[src/rtl/branch_ctrl_queue_pkg.sv]
// Shared types and helpers for the branch control-flow queue.
// Package name: brq_types. Storage widths follow BRQ_XLEN / BRQ_ROB_IDX_W;
// the top-level XLEN and ROB_IDX_W parameters default to these values.
package brq_types;

  localparam int BRQ_DEPTH     = 8;
  localparam int BRQ_NUM_RES   = 2;
  localparam int BRQ_XLEN      = 32;
  localparam int BRQ_ROB_IDX_W = 5;
  localparam int BRQ_TAG_W     = $clog2(BRQ_DEPTH);

  typedef logic [BRQ_TAG_W-1:0] brq_tag_t;

  typedef struct packed {
    logic                     valid;
    logic                     resolved;
    logic                     mispred;
    logic [BRQ_XLEN-1:0]      pc;
    logic                     pred_taken;
    logic [BRQ_XLEN-1:0]      pred_target;
    logic                     act_taken;
    logic [BRQ_XLEN-1:0]      act_target;
    logic [BRQ_ROB_IDX_W-1:0] rob_id;
  } brq_entry_t;

  // Architecturally correct next PC after a resolved branch.
  function automatic logic [BRQ_XLEN-1:0] brq_next_pc(
    input logic                taken,
    input logic [BRQ_XLEN-1:0] pc,
    input logic [BRQ_XLEN-1:0] target
  );
    return taken ? target : pc + BRQ_XLEN'(4);
  endfunction

endpackage

[src/rtl/branch_ctrl_queue_resolve_cmp.sv]
// Per-resolve-port comparator: flags a mispredict when the actual outcome
// differs from the stored prediction (direction, or target when taken).
module brq_resolve_cmp #(
  parameter int XLEN = 32
) (
  input  logic            pred_taken,
  input  logic [XLEN-1:0] pred_target,
  input  logic            act_taken,
  input  logic [XLEN-1:0] act_target,
  output logic            mispred
);

  assign mispred = (act_taken != pred_taken) ||
                   (act_taken && (act_target != pred_target));

endmodule

[src/rtl/branch_ctrl_queue.sv]
// In-order control-flow queue: allocates per dispatched control uop, accepts
// out-of-order resolves, retires in order to the predictor update port and
// reports the oldest mispredict to the ROB. Retirement stalls after a
// mispredict until flush.
// Optional feature macro: BRQ_PERF_CNT_EN adds perf_retired / perf_mispred.
module branch_ctrl_queue
  import brq_types::*;
#(
  parameter int DEPTH     = BRQ_DEPTH,
  parameter int NUM_RES   = BRQ_NUM_RES,
  parameter int ROB_IDX_W = BRQ_ROB_IDX_W,
  parameter int XLEN      = BRQ_XLEN,
  localparam int TAG_W    = $clog2(DEPTH)
) (
  input  logic                 clk,
  input  logic                 rst,
  input  logic                 flush,
  input  logic                 alloc_valid,
  output logic                 alloc_ready,
  input  logic [XLEN-1:0]      alloc_pc,
  input  logic                 alloc_pred_taken,
  input  logic [XLEN-1:0]      alloc_pred_target,
  input  logic [ROB_IDX_W-1:0] alloc_rob_id,
  output logic [TAG_W-1:0]     alloc_tag,
  input  logic                 res_valid  [NUM_RES],
  input  logic [TAG_W-1:0]     res_tag    [NUM_RES],
  input  logic                 res_taken  [NUM_RES],
  input  logic [XLEN-1:0]      res_target [NUM_RES],
  output logic                 bp_upd_valid,
  input  logic                 bp_upd_ready,
  output logic [XLEN-1:0]      bp_upd_pc,
  output logic [XLEN-1:0]      bp_upd_target,
  output logic                 bp_upd_taken,
  output logic                 bp_upd_mispred,
  output logic                 rob_mispred_valid,
  output logic [ROB_IDX_W-1:0] rob_mispred_rob_id,
  output logic [XLEN-1:0]      rob_mispred_target
`ifdef BRQ_PERF_CNT_EN
  ,
  output logic [31:0]          perf_retired,
  output logic [31:0]          perf_mispred
`endif
);

  brq_entry_t         q [DEPTH];
  logic [TAG_W:0]     head, tail;
  logic [TAG_W-1:0]   head_idx, tail_idx;
  logic               empty, full, blocked;
  logic               do_alloc, do_retire;
  logic [NUM_RES-1:0] res_hit, cmp_mispred;
  logic               dup_tag;

  assign head_idx    = head[TAG_W-1:0];
  assign tail_idx    = tail[TAG_W-1:0];
  assign empty       = (head == tail);
  assign full        = (head_idx == tail_idx) && (head[TAG_W] != tail[TAG_W]);
  assign alloc_ready = !full;
  assign alloc_tag   = tail_idx;
  assign do_alloc    = alloc_valid && !full && !flush;
  assign do_retire   = !flush && !empty && !blocked &&
                       q[head_idx].valid && q[head_idx].resolved &&
                       (!bp_upd_valid || bp_upd_ready);

  for (genvar p = 0; p < NUM_RES; p++) begin : g_cmp
    brq_resolve_cmp #(.XLEN(XLEN)) u_cmp (
      .pred_taken  (q[res_tag[p]].pred_taken),
      .pred_target (q[res_tag[p]].pred_target),
      .act_taken   (res_taken[p]),
      .act_target  (res_target[p]),
      .mispred     (cmp_mispred[p])
    );
  end

  // A resolve only lands on a live, still-unresolved entry.
  always_comb begin
    res_hit = '0;
    for (int p = 0; p < NUM_RES; p++)
      res_hit[p] = res_valid[p] && q[res_tag[p]].valid && !q[res_tag[p]].resolved;
  end

  // Detect two ports resolving the same tag in one cycle.
  always_comb begin
    dup_tag = 1'b0;
    for (int i = 0; i < NUM_RES; i++)
      for (int j = i + 1; j < NUM_RES; j++)
        if (res_valid[i] && res_valid[j] && (res_tag[i] == res_tag[j]))
          dup_tag = 1'b1;
  end

  a_no_dup_resolve: assert property (@(posedge clk) disable iff (rst) !dup_tag);

  // Queue storage, pointers, retire output register and mispredict pulse.
  always_ff @(posedge clk or posedge rst) begin
    if (rst) begin
      for (int i = 0; i < DEPTH; i++) q[i] <= '0;
      head               <= '0;
      tail               <= '0;
      blocked            <= 1'b0;
      bp_upd_valid       <= 1'b0;
      bp_upd_pc          <= '0;
      bp_upd_target      <= '0;
      bp_upd_taken       <= 1'b0;
      bp_upd_mispred     <= 1'b0;
      rob_mispred_valid  <= 1'b0;
      rob_mispred_rob_id <= '0;
      rob_mispred_target <= '0;
    end else if (flush) begin
      for (int i = 0; i < DEPTH; i++) q[i].valid <= 1'b0;
      head              <= '0;
      tail              <= '0;
      blocked           <= 1'b0;
      bp_upd_valid      <= 1'b0;
      bp_upd_pc         <= '0;
      bp_upd_target     <= '0;
      bp_upd_taken      <= 1'b0;
      bp_upd_mispred    <= 1'b0;
      rob_mispred_valid <= 1'b0;
    end else begin
      rob_mispred_valid <= 1'b0;
      if (do_alloc) begin
        q[tail_idx] <= '{valid: 1'b1, resolved: 1'b0, mispred: 1'b0,
                         pc: alloc_pc, pred_taken: alloc_pred_taken,
                         pred_target: alloc_pred_target, act_taken: 1'b0,
                         act_target: '0, rob_id: alloc_rob_id};
        tail <= tail + 1'b1;
      end
      // Descending order so the lowest-indexed port wins on a tag collision.
      for (int p = NUM_RES - 1; p >= 0; p--) begin
        if (res_hit[p]) begin
          q[res_tag[p]].resolved   <= 1'b1;
          q[res_tag[p]].act_taken  <= res_taken[p];
          q[res_tag[p]].act_target <= res_target[p];
          q[res_tag[p]].mispred    <= cmp_mispred[p];
        end
      end
      if (do_retire) begin
        q[head_idx].valid <= 1'b0;
        head              <= head + 1'b1;
        bp_upd_valid      <= 1'b1;
        bp_upd_pc         <= q[head_idx].pc;
        bp_upd_target     <= q[head_idx].act_target;
        bp_upd_taken      <= q[head_idx].act_taken;
        bp_upd_mispred    <= q[head_idx].mispred;
        if (q[head_idx].mispred) begin
          blocked            <= 1'b1;
          rob_mispred_valid  <= 1'b1;
          rob_mispred_rob_id <= q[head_idx].rob_id;
          rob_mispred_target <= brq_next_pc(q[head_idx].act_taken,
                                            q[head_idx].pc,
                                            q[head_idx].act_target);
        end
      end else if (bp_upd_ready) begin
        bp_upd_valid <= 1'b0;
      end
    end
  end

`ifdef BRQ_PERF_CNT_EN
  // Retire statistics survive flush; only reset clears them.
  always_ff @(posedge clk or posedge rst) begin
    if (rst) begin
      perf_retired <= '0;
      perf_mispred <= '0;
    end else if (do_retire) begin
      perf_retired <= perf_retired + 32'd1;
      if (q[head_idx].mispred) perf_mispred <= perf_mispred + 32'd1;
    end
  end
`endif

endmodule

[config.mk]
export PLATFORM = sky130hd
export DESIGN_NAME = branch_ctrl_queue
export DESIGN_NICKNAME = d
export VERILOG_FILES = /design/src/rtl/branch_ctrl_queue_pkg.sv /design/src/rtl/branch_ctrl_queue_resolve_cmp.sv /design/src/rtl/branch_ctrl_queue.sv
export SDC_FILE = /design/constraint.sdc
export NUM_CORES = 2
export LEC_CHECK = 0
export BUFFER_PORTS_ARGS = -buffer_cell sky130_fd_sc_hd__buf_2
export CAP_MARGIN = 20
export CORE_MARGIN = 5
export CORE_UTILIZATION = 55
export DETAILED_ROUTE_END_ITERATION = 10
export GPL_TIMING_DRIVEN = 0
export HOLD_SLACK_MARGIN = 0.06
export PLACE_DENSITY = 0.81
export SKIP_LAST_GASP = 1
export SLEW_MARGIN = 20
export SYNTH_ARGS = -nofsm -noshare
export SYNTH_HDL_FRONTEND = slang
export SYNTH_HIERARCHICAL = 1
export SYNTH_SLANG_ARGS = --single-unit
[constraint.sdc]
create_clock -name clk -period 65.1 [get_ports clk]
set_input_delay 13.02 -clock clk [delete_from_list [all_inputs] [get_ports clk]]
set_output_delay 13.02 -clock clk [all_outputs]
set_load 0.05 [all_outputs]
# Yosys cells after proc, flatten, opt, wreduce, memory -nomap -nowiden
# Index checks and enable logic that the tools add are counted.
# classes
n_lt_le_gt_ge,8
n_div,0
multipliers,0
addsub,3
n_eq_ne,7
n_bitwise,5
reduce_logical,34
shifts,0
muxes,76
# op_table
op,n
bitwise mux 848 bit,10
2-to-1 mux 848 bit,7
demux 106 bit (select 3 bit),10
binary-select mux 106 bit (select 3 bit),3
2-to-1 mux 106 bit,8
2-to-1 mux 105 bit,2
2-to-1 mux 104 bit,2
2-to-1 mux 32 bit,5
2-to-1 mux 38 bit,2
2-to-1 mux 37 bit,2
inequality test 32 bit,2
adder 32 x 3 -> 32 bit (second input constant),1
2-to-1 mux 1 bit,21
logical AND 1 bit,18
greater-or-equal comparator 4 bit (second input constant),4
< comparator 4 x 1 -> 1 bit (second input constant),4
2-to-1 mux 4 bit,4
NOT 3 -> 4 bit,4
adder 4 x 1 -> 4 bit (second input constant),2
zero test 1 bit,7
nonzero test 2 bit,3
== test 4 bit,1
== test 3 bit,1
logical OR 1 bit,3
other kinds (5),7
# totals
in_bits,149
regBits,962
wordCells,216
out_inout_bits,109
memories,0
latchBits,0
mem_bits_rw,0
rom_bits,0

# Longest topological paths before layout
# logic_depth
word_depth,23
depth_mapped,14
ltp_nobuf,11

# By module
# The synthesis kept the hierarchy.
# by_module_without_submodules
module,seq_area_each_um2,instances,cells_each,area_per_inst_um2
branch_ctrl_queue,24073.1,1,4484,47859.7
brq_resolve_cmp,0.0,2,45,356.6

# Worst setup path before layout
# No wires, ideal clock.
# synth_timing
path_kind,input to register
startpoint,input res_tag[3] in the netlist's numbering
endpoint,register q[315] in the netlist's numbering
setup_slack_ns,49.420
arrival_time_ns,15.539
path_stages,13
t_required_ns,64.959
n_path_buf,2
setup_time_ns,0.141
path_cell_list,clkbuf_1 -> inv_1 -> nor3_1 -> clkbuf_1 -> a22oi_1 -> nand4_1 -> xnor2_1 -> nand4_1 -> nor4_1 -> a31oi_1 -> or2_2 -> o22ai_1 -> a21oi_1
# synth_via
elab_chain_cells,12
elab_cells_between_ends,27
classes_between,order compare: 2; eq/ne: 2; mux: 16; bitwise: 1; reduce/logical: 6
# synth_rtl
item,line_no,rtl
"start, declared",branch_ctrl_queue.sv:26,"input logic [TAG_W-1:0] res_tag [NUM_RES],"
NOT 3 -> 4 bit (implied by the code) (*),"branch_ctrl_queue.sv:66, branch_ctrl_queue.sv:67",
binary-select mux 106 bit (select 3 bit) (*),"branch_ctrl_queue.sv:66, branch_ctrl_queue.sv:67",
2-to-1 mux 106 bit (implied by the code) (*) (2 in series),branch_ctrl_queue.sv:78,res_hit[p] = res_valid[p] && q[res_tag[p]].valid && !q[res_tag[p]].resolved;
inequality test 32 bit,branch_ctrl_queue_resolve_cmp.sv:14,(act_taken && (act_target != pred_target));
logical AND 1 bit,branch_ctrl_queue_resolve_cmp.sv:14,
logical OR 1 bit (*),branch_ctrl_queue_resolve_cmp.sv:13,assign mispred = (act_taken != pred_taken) ||
via cmp_mispred[0],branch_ctrl_queue.sv:50,"logic [NUM_RES-1:0] res_hit, cmp_mispred;"
bitwise mux 848 bit (*),branch_ctrl_queue.sv:133,q[res_tag[p]].mispred <= cmp_mispred[p];
2-to-1 mux 848 bit (*),branch_ctrl_queue.sv:129,if (res_hit[p]) begin
2-to-1 mux 848 bit (*),branch_ctrl_queue.sv:107,end else if (flush) begin
bitwise mux 848 bit,branch_ctrl_queue.sv:137,q[head_idx].valid <= 1'b0;
2-to-1 mux 848 bit (*),branch_ctrl_queue.sv:136,if (do_retire) begin
"end signal, assigned by index",branch_ctrl_queue.sv:121,"q[tail_idx] <= '{valid: 1'b1, resolved: 1'b0, mispred: 1'b0,"
"end, declared",branch_ctrl_queue.sv:45,brq_entry_t q [DEPTH];
# Mark *: on every way through the listed nets, which the timed path passes. The rest lies on a longest branch. The select of a mux whose other input is x is not followed.
# A chain may end at the register's enable or synchronous reset.

# Final worst setup path
# Ends and elaborated chain as after synthesis.

==> impl_metrics.toml <==
[run_status]
status = "finished clean"

[clock_network]
cts_num_sinks = 962
root_buffer = "clkbuf_16"
cts_buffer_depth = 3
clk_latency_ps = 710
cts_setup_buffers = 0
htreeDepth = 3
cts_tree = "built"
path_clk_slew_ps = 60
cts_made_buffers = 103
ctsResizeCount = 0
ctsHoldBuffers = 0

[power]
peakVddDrop_mv = 0.0228
switchingPower_mw = 0.530
p_comb_share_pct = 17.9
p_per_area_nw_per_um2 = 31.2
power_mw = 1.73
p_sw_share_pct = 30.6
p_int_mw = 1.20
power_frac_clock_pct = 37.6
p_seq_share_pct = 44.6
p_leak_nw = 24.9

[synth]
syn_nets = 4726
synth_cell_type_count = 86
yosysWarnings = 6
yosysSeqAreaShare_pct = 49.6
synth_area_sq_um = 48600
synth_edf_count = 0
ys_async_sr_fraction_pct = 100
ys_seq_elements = 962
syn_area_per_cell_sq_um = 10.6
synthCells = 4574
synth_ff_type = "dfrtp_1"

[placed_design]
post_dp_cell_area_sq_um = 51800
port_buffers = 256
place_congestion = 1.06
place_inst = 6016
hpwl_microns = 150000

[finish]
utilization_pct = 63.2
final_area_sq_um = 55600
drive_gt1_share_pct = 23.3
final_cells = 6247
num-fill-cells = 6948
nNetsFinal = 5109
area_delta_synth_final_pct = 14.5

[sta]
slew_viol_final = 0
max_freq_ghz = 0.0573
fin_crit_sh_pct = 26.8
finalHoldViolCount = 0
tightest_slew_ps = 1310
relSlewSlack_pct = 12.1
setup_viol = 0
setup_tns_ps = 0
min_period_ps = 17440
skew_ps = 23.9
rsz0062_at_grt = "false"

[worst_hold_path]
whs_endpoint = "rob_mispred_target[9]"
min_path_type = "reg -> reg"
hold-path-cell-count = 2
hold_start = "rob_mispred_target[9]"

[setup_path]
arrival_ps = 17970
crit_path_end_kind = "flop"
startpoint_type = "input port"
reg2reg_from = "head[0]"
slowest_delay_ps = 870
critPathKind = "in -> reg"
rrSetupSlack_ps = 59930
timing.rr.end = "rob_mispred_target[1]"
rr_worst_depth = 11
crit_buf_inv = 4
cp_max_fo = 10
critical_path.top_delay_family = "simple AND/OR/NAND/NOR gates"
crit_chain = "buf_2 > clkbuf_1 > inv_1 > nor3_2 > clkbuf_1 > a22oi_1 > nand4_1 > xnor2_1 > nand4_1 > nor4_1 > a31oi_1 > or2_2 > o22ai_1 > a21oi_1"
crit_required_ps = 65630
slowest_stage = "clkbuf_1"

[floorplanning]
rows = 109
die_h_microns = 307
dieArea_sq_um = 94400
initial_core_util_pct = 55.2
core-area_sq_um = 88000
fp.dieW_microns = 307
pin_count = 258

[drt]
ant_nets = 0
vias = 46100
avgRoutedWirePerCell_microns = 34.8
drt_pass1_iterations = 7
drc_errors = 0
routed_wl_microns = 218000
viasPerCell = 7.38
drt_iter0_drc = 8690

[global_routing]
antenna_found_initial = 35
grt_max_degree = 106
grtUsageTotal_pct = 44.9
grt_pass1_vias = 44900
globalRouteOverflowTotal = 0
grt_pass1_wl_microns = 312000

[run]
cap_viol_max_count = 0
cells in the mapped netlist, types with 39 or more instances:
library cell	number	area share, %
a31oi_1	212	2.7
a221oi_1	48	0.87
o2bb2ai_1	140	2.5
o22ai_1	140	1.8
nand4_1	88	1.1
nand3_1	93	0.96
mux4_2	45	2.1
and2_1	146	1.9
xnor2_1	70	1.3
buf_2	77	0.79
or2_2	39	0.50
nand2_1	512	4.0
and3_1	170	2.2
clkbuf_1	301	2.3
mux2i_1	41	0.84
a22oi_1	343	5.3
mux2_2	438	10
o21ai_0	79	0.81
nor2_1	69	0.53
a21oi_1	235	2.4
dfrtp_1	962	50
metal layers:
layer / vias to the layer above / GRT usage [%] / part of all wire, %
met5: - / 0.101 / 0.086
met4: 20 / 29.8 / 8.8
met3: 1250 / 22.5 / 17
met2: 4388 / 62.3 / 41
met1: 22500 / 55.1 / 34
li1: 18000 / - / -
cell usage in the layout (no fill, tap or decap), types with 78 or more instances in the layout:
cell type    n
a21oi_1    233
a22oi_1    343
a31oi_1    212
and2_1     146
and3_1     170
buf_2      336
clkbuf_1   309
clkbuf_16  104
dfrtp_1    962
mux2_2     438
nand2_1    512
nand3_1     93
nand4_1     88
o21ai_0     78
o22ai_1    140
o2bb2ai_1  140
final cells by class:
type / count / area (sq um) / share of cell area [%]
antenna: 40 / 100 / 0.180
buffer: 447 / 1980 / 3.55
clock buffer: 139 / 2890 / 5.20
clock inverter: 51 / 790 / 1.42
inverter: 21 / 86.3 / 0.155
multi-input combinational: 3144 / 22600 / 40.6
sequential: 962 / 24100 / 43.3
tap: 1165 / 1460 / 2.62
timing repair buffer: 278 / 1660 / 2.99
worst register-to-register path, cell delays in order (launching register included):
cell      delay, ps
dfrtp_1         490
buf_4           280
buf_6           220
buf_2           300
and3b_1         200
clkbuf_1        870
clkbuf_1        780
clkbuf_1        960
a22oi_1         160
nand3_1         500
a21oi_1         150
o21ai_0         160
kinds of logic after synthesis:
family                   share of synthesized area (%)
buffers and inverters                             4.20
AO/OA/AOI/OAI                                     18.2
XOR/XNOR                                          1.60
flip-flops                                        49.6
AND/OR/NAND/NOR                                   12.8
multiplexers                                      13.5
adder cells (fa/ha/maj)                         0.0773
worst max-delay path by stage:
stage	to	slack [ps]	from	cells past startpoint
2_1_floorplan	async pin	25020	rst	1
3_3_place_gp	async pin	14590	rst	2
3_5_place_dp	q[421]	47420	res_tag[3]	14
4_1_cts	q[315]	48070	res_tag[3]	14
5_1_grt	q[315]	47780	res_tag[3]	14
6_report	q[315]	47660	res_tag[3]	14
power by group through the flow:
stage | combinational [mW] | clock, mW | sequential (mW)
3_5_place_dp | 0.294 | 0 | 0.774
6_report | 0.310 | 0.651 | 0.773
2_1_floorplan | 0.189 | 0 | 0.760
4_1_cts | 0.297 | 0.646 | 0.766
5_1_grt | 0.327 | 0.672 | 0.777
3_3_place_gp | 0.282 | 0 | 0.773
stage by stage:
step / worst slack [ps] / hold WS, ps
floorplan: 25020 / 438
global placement: 14590 / 451
detailed placement: 47420 / 457
CTS: 48070 / 471
global route: 47780 / 494
finish: 47660 / 465
Note: power is estimated with default switching activity, not from simulation.
